File: src/rtl/config_pkg.sv
// Shared definitions for the tile configuration path: module ids, address
// field bounds, end-marker default and the loader state encoding.
package config_pkg;
    localparam logic [15:0] MOD_CLB = 16'd4;
    localparam logic [15:0] MOD_CB1 = 16'd5;
    localparam logic [15:0] MOD_CB0 = 16'd6;
    localparam logic [15:0] MOD_SB  = 16'd7;

    localparam int TILE_ID_LSB = 0;
    localparam int TILE_ID_MSB = 15;
    localparam int MOD_ID_LSB  = 16;
    localparam int MOD_ID_MSB  = 31;

    localparam logic [31:0] END_MARKER_DEFAULT = 32'hFFFF_FFFF;

    typedef enum logic [1:0] {
        ST_RECV  = 2'd0,
        ST_WRITE = 2'd1,
        ST_DONE  = 2'd2
    } load_state_t;
endpackage

File: src/rtl/config_record_shift.sv
// Byte-serial assembler for 64-bit little-endian records; the oldest byte
// ends up in bits [7:0] once eight bytes have been shifted in.
module config_record_shift (
    input  logic        clk,
    input  logic        reset,
    input  logic        clear,
    input  logic        shift,
    input  logic [7:0]  byte_in,
    output logic [63:0] assembled,
    output logic        full
);
    logic [63:0] record_q;
    logic [2:0]  count_q;

    always_ff @(posedge clk or posedge reset) begin
        if (reset) begin
            record_q <= '0;
            count_q  <= '0;
        end else if (clear) begin
            record_q <= '0;
            count_q  <= '0;
        end else if (shift) begin
            record_q <= assembled;
            count_q  <= count_q + 3'd1;
        end
    end

    // Includes the byte being accepted now, so the parent sees the whole
    // record on the same edge that byte 7 lands; the counter wraps to 0.
    assign assembled = {byte_in, record_q[63:8]};
    assign full      = shift && (count_q == 3'd7);
endmodule

File: src/rtl/config_stream_loader.sv
// Configuration master: assembles records from the byte stream and issues
// each one on the shared config bus for a single cycle.
//   state    | meaning
//   ST_RECV  | accepting bytes, bus parked
//   ST_WRITE | record on the bus for one cycle
//   ST_DONE  | end marker seen, waiting for start
module config_stream_loader
    import config_pkg::*;
#(
    parameter logic [15:0] IDLE_MOD_ID = 16'h0000,
    parameter logic [31:0] END_MARKER  = END_MARKER_DEFAULT
) (
    input  logic        clk,
    input  logic        reset,
    input  logic        start,
    input  logic [7:0]  in_data,
    input  logic        in_valid,
    output logic        in_ready,
    output logic [31:0] config_addr,
    output logic [31:0] config_data,
    output logic        done,
    output logic [15:0] write_count
);
    localparam logic [31:0] PARK_ADDR = {IDLE_MOD_ID, 16'h0000};

    load_state_t state, next_state;
    logic [31:0] next_addr, next_data;
    logic        next_done;
    logic [15:0] next_count;
    logic        shift, clear, full;
    logic [63:0] assembled;

    config_record_shift u_shift (
        .clk       (clk),
        .reset     (reset),
        .clear     (clear),
        .shift     (shift),
        .byte_in   (in_data),
        .assembled (assembled),
        .full      (full)
    );

    assign in_ready = (state == ST_RECV);
    assign shift    = in_ready && in_valid;

    always_ff @(posedge clk or posedge reset) begin
        if (reset) begin
            state       <= ST_RECV;
            config_addr <= PARK_ADDR;
            config_data <= '0;
            done        <= 1'b0;
            write_count <= '0;
        end else begin
            state       <= next_state;
            config_addr <= next_addr;
            config_data <= next_data;
            done        <= next_done;
            write_count <= next_count;
        end
    end

    always_comb begin
        next_state = state;
        next_addr  = PARK_ADDR;
        next_data  = '0;
        next_done  = done;
        next_count = write_count;
        clear      = 1'b0;
        case (state)
            ST_RECV: begin
                if (full) begin
                    if (assembled[31:0] == END_MARKER) begin
                        next_state = ST_DONE;
                        next_done  = 1'b1;
                    end else begin
                        next_state = ST_WRITE;
                        next_addr  = {assembled[MOD_ID_MSB:MOD_ID_LSB],
                                      assembled[TILE_ID_MSB:TILE_ID_LSB]};
                        next_data  = assembled[63:32];
                    end
                end
            end
            ST_WRITE: begin
                next_state = ST_RECV;
                if (write_count != 16'hFFFF)
                    next_count = write_count + 16'd1;
            end
            ST_DONE: begin
                if (start) begin
                    next_state = ST_RECV;
                    next_done  = 1'b0;
                    next_count = '0;
                    clear      = 1'b1;
                end
            end
            default: next_state = ST_RECV;
        endcase
    end
endmodule

File: config.mk
export PLATFORM = sky130hd
export DESIGN_NAME = config_stream_loader
export DESIGN_NICKNAME = d
export VERILOG_FILES = /design/src/rtl/config_pkg.sv /design/src/rtl/config_record_shift.sv /design/src/rtl/config_stream_loader.sv
export SDC_FILE = /design/constraint.sdc
export NUM_CORES = 1
export LEC_CHECK = 0
export ABC_CLOCK_PERIOD_IN_PS = 2900
export BUFFER_PORTS_ARGS = -buffer_cell sky130_fd_sc_hd__buf_2
export CAP_MARGIN = 20
export CORE_MARGIN = 4
export CORE_UTILIZATION = 55
export CTS_CLUSTER_DIAMETER = 50
export CTS_CLUSTER_SIZE = 25
export DETAILED_ROUTE_END_ITERATION = 16
export GPL_TIMING_DRIVEN = 0
export PLACE_DENSITY = 0.78
export SLEW_MARGIN = 20
export SYNTH_ARGS = -nofsm -noshare
export SYNTH_HDL_FRONTEND = slang
export SYNTH_HIERARCHICAL = 1
export SYNTH_SLANG_ARGS = --single-unit
File: constraint.sdc
create_clock -name clk -period 2.9 [get_ports clk]
set_input_delay 0.435 -clock clk [delete_from_list [all_inputs] [get_ports clk]]
set_output_delay 0.435 -clock clk [all_outputs]
set_load 0.01 [all_outputs]
==> impl_metrics.json <==
{
  "hp-class": "in -> reg",
  "hold_viol_final": 0,
  "netlist_instances": 464,
  "post_cts.repair.setup_buffers": 0,
  "insertion_delay_ps": 520,
  "n_fill_cell": 718,
  "peakVddDrop_v": 0.000405,
  "htree_levels": 4,
  "fp.dieArea_mm2": 0.0121,
  "fin_crit_sh": 0.880,
  "synth_area_mm2": 0.00571,
  "initial_utilization": 0.574,
  "yosysTopAreaCellShare": 0.622,
  "setup_viol": 0,
  "routed_wl_mm": 12.1,
  "fmax_ghz": 0.392,
  "cp.arrival_ps": 3000,
  "whs_ps": 174,
  "crit_chain": "nor2_1, and2_1, buf_6, buf_12, and2_1, nand2_1, a21oi_1, clkbuf_1, clkbuf_1, and2_1",
  "synth_seq_area_share": 0.622,
  "dpl.hpwl_mm": 8.24,
  "drive_gt1_frac": 0.259,
  "postPlaceCellArea_mm2": 0.00637,
  "die_h_um": 110,
  "fin_skew_ps": 8.48,
  "cp.buffers_inverters": 4,
  "grt_setup_unrepaired": "false",
  "cts-buffers-inserted": 17,
  "synth_area_leaders": "dfrtp_1 62%, mux2i_1 11%, and2_1 7.5%, nor2_1 4.1%, nand4_1 1.6%",
  "crit_path_end_kind": "register",
  "antenna_found_initial": 0,
  "ant_nets": 0,
  "nNetsFinal": 593,
  "coreArea_mm2": 0.00995,
  "gp_congestion": 0.879,
  "cts_resized": 0,
  "rows": 36,
  "critical_path_class": "reg -> reg",
  "die_w_um": 110,
  "status": "completed",
  "num_vias": 3878,
  "route.detailed.drc": 0,
  "p_leak_uw": 0.00361,
  "final_area_mm2": 0.00697,
  "drt-pass1-iter-count": 5,
  "cp_common_cell": "and2_1",
  "tightest_slew_ps": 930,
  "grt_pass1_vias": 3932,
  "synth_edf_count": 0,
  "syn2layout_area_growth_pct": 22.0,
  "cp.required_ps": 3350,
  "grt_overflow_total": 0,
  "synthDistinctLibCells": 40,
  "drt_iter0_drc": 182,
  "io_pins": 94,
  "wire_per_inst_um": 16.7,
  "via_per_inst": 5.36,
  "grtUsageTotal": 0.220,
  "grt_max_degree": 60,
  "clk_path_buf_depth": 2,
  "relSlewSlack": 0.374,
  "crit_family": "buffers and inverters",
  "final_cells": 724,
  "fin_tns_setup_ps": 0,
  "start_kind": "register",
  "portBuffers": 93,
  "diodes": 0,
  "synth_warnings": 6,
  "dpl.cell_count": 691,
  "root_buffer": "clkbuf_8",
  "slowest_stage": "clkbuf_1",
  "place_ws_ps": 362,
  "syn_nets": 479,
  "path_max_fanout": 10,
  "power_density_mw_per_mm2": 909,
  "synthTopCellsByCount": "142 x dfrtp_1, 68 x and2_1, 62 x nor2_1, 60 x mux2i_1, 15 x nand4_1",
  "grt_first_pass_wirelength_mm": 20.1,
  "max-cap-violations": 0,
  "final_max_slew_viol_count": 0,
  "cts_tree": "built",
  "synth-seq-cells": 142,
  "fin_ws_ps": 348,
  "max_stage_delay_ps": 440,
  "fin_crit_ps": 2550,
  "cts_sinks": 142,
  "yosysTopAreaCell": "dfrtp_1",
  "clkTransAtPathRegs_ps": 60,
  "ys.flop_type": "dfrtp_1",
  "avgSynthCellArea_um2": 12.3,
  "synthArstFlopShare": 1.00,
  "yosysMostFrequentCell": "dfrtp_1"
}
-- placed cells by master (no fill, tap or decap), drive strengths merged --
master,instances
dfrtp,142
buf,114
and2,68
nor2,62
mux2i,60
clkbuf,30
nand4,15
nand2,10
inv,10
nand3,8
a31oi,8
clkinv,5
nor4,4
o21ai,4
o211ai,4
clkinvlp,4
a21oi,3
o311ai,3
o41ai,3
nor3,3
ha,3
bufinv,3
and4,3
nor2b,2
or4,2
nand2b,2
a2111oi,2
a41o,2
a31o,2
or3,2
a211oi,1
a21o,1
a41oi,1
and3,1
o2111ai,1
o21ba,1
dlygate4sd3,1
xnor2,1
-- routing by layer --
metal / vias up / wire [um] / share of wire / GRT usage
met5: - / 0 / 0 / 0
met4: 0 / 141 / 0.012 / 0.0766
met3: 15 / 679 / 0.056 / 0.0517
met2: 128 / 6060 / 0.50 / 0.341
met1: 1922 / 5200 / 0.43 / 0.306
li1: 1813 / - / - / -
-- kinds of logic (layout without fill, tap and decap cells) --
kind of cell               Yosys count  in the layout  synth area share
AOI/OAI and AO/OA                   36             36            0.0478
and+or+nand+nor                    182            182             0.168
xor gates and xnor gates             1              1           0.00153
muxes                               60             60             0.105
DFF                                142            142             0.622
adders and majority gates            3              3           0.00658
buffers and inverters               40            167            0.0489
-- flip-flops by register name, summed over array words and instances (netlist names) --
| signal | flops |
|---|---|
| config_addr | 32 |
| config_data | 32 |
| done | 1 |
| state | 2 |
| u_shift/count_q | 3 |
| u_shift/record_q | 56 |
| write_count | 16 |
-- per-stage QoR --
stage | util | total power, uW
global route | 0.700 | 6700
global placement | 0.637 | 4130
finish | 0.700 | 6330
floorplan | - | 3710
CTS | 0.700 | 6380
detailed placement | 0.640 | 4230
-- cell type report --
| type | instances | area (um^2) | share of cell area |
|---|---|---|---|
| buffer | 32 | 249 | 0.0357 |
| clock buffer | 18 | 418 | 0.0600 |
| clock inverter | 14 | 166 | 0.0239 |
| inverter | 8 | 35.0 | 0.00503 |
| multi-input combinational | 282 | 1880 | 0.269 |
| sequential | 142 | 3550 | 0.510 |
| tap | 133 | 166 | 0.0239 |
| timing repair buffer | 95 | 503 | 0.0722 |
-- power breakdown --
group | internal [uW] | switching, uW
clock | 1310 | 813
sequential | 2500 | 482
combinational | 562 | 665
total | 4370 | 1960
-- final timing paths --
check | start | end | slack (ps) | cells after the start
worst max-delay path | state[1]$_DFFE_PP0P_ | config_data[7]$_DFF_PP0_ | 350 | 10
worst min register to register | u_shift/record_q[55]$_DFFE_PP0P_ | config_data[15]$_DFF_PP0_ | 520 | 1
worst min-delay path | start | state[1]$_DFFE_PP0P_ | 170 | 2
max in group asynchronous | reset | config_addr[23]$_DFF_PP0_ | 1770 | 4
worst max register to register | state[1]$_DFFE_PP0P_ | config_data[7]$_DFF_PP0_ | 350 | 10
min in group asynchronous | reset | config_data[21]$_DFF_PP0_ | 540 | 3
-- timing repair --
item                                    in CTS  in global routing
hold endpoints to repair                    35                  0
endpoints found under the setup margin       0                  0
hold buffers                                 1                  0
(Power assumes the default switching activity.)
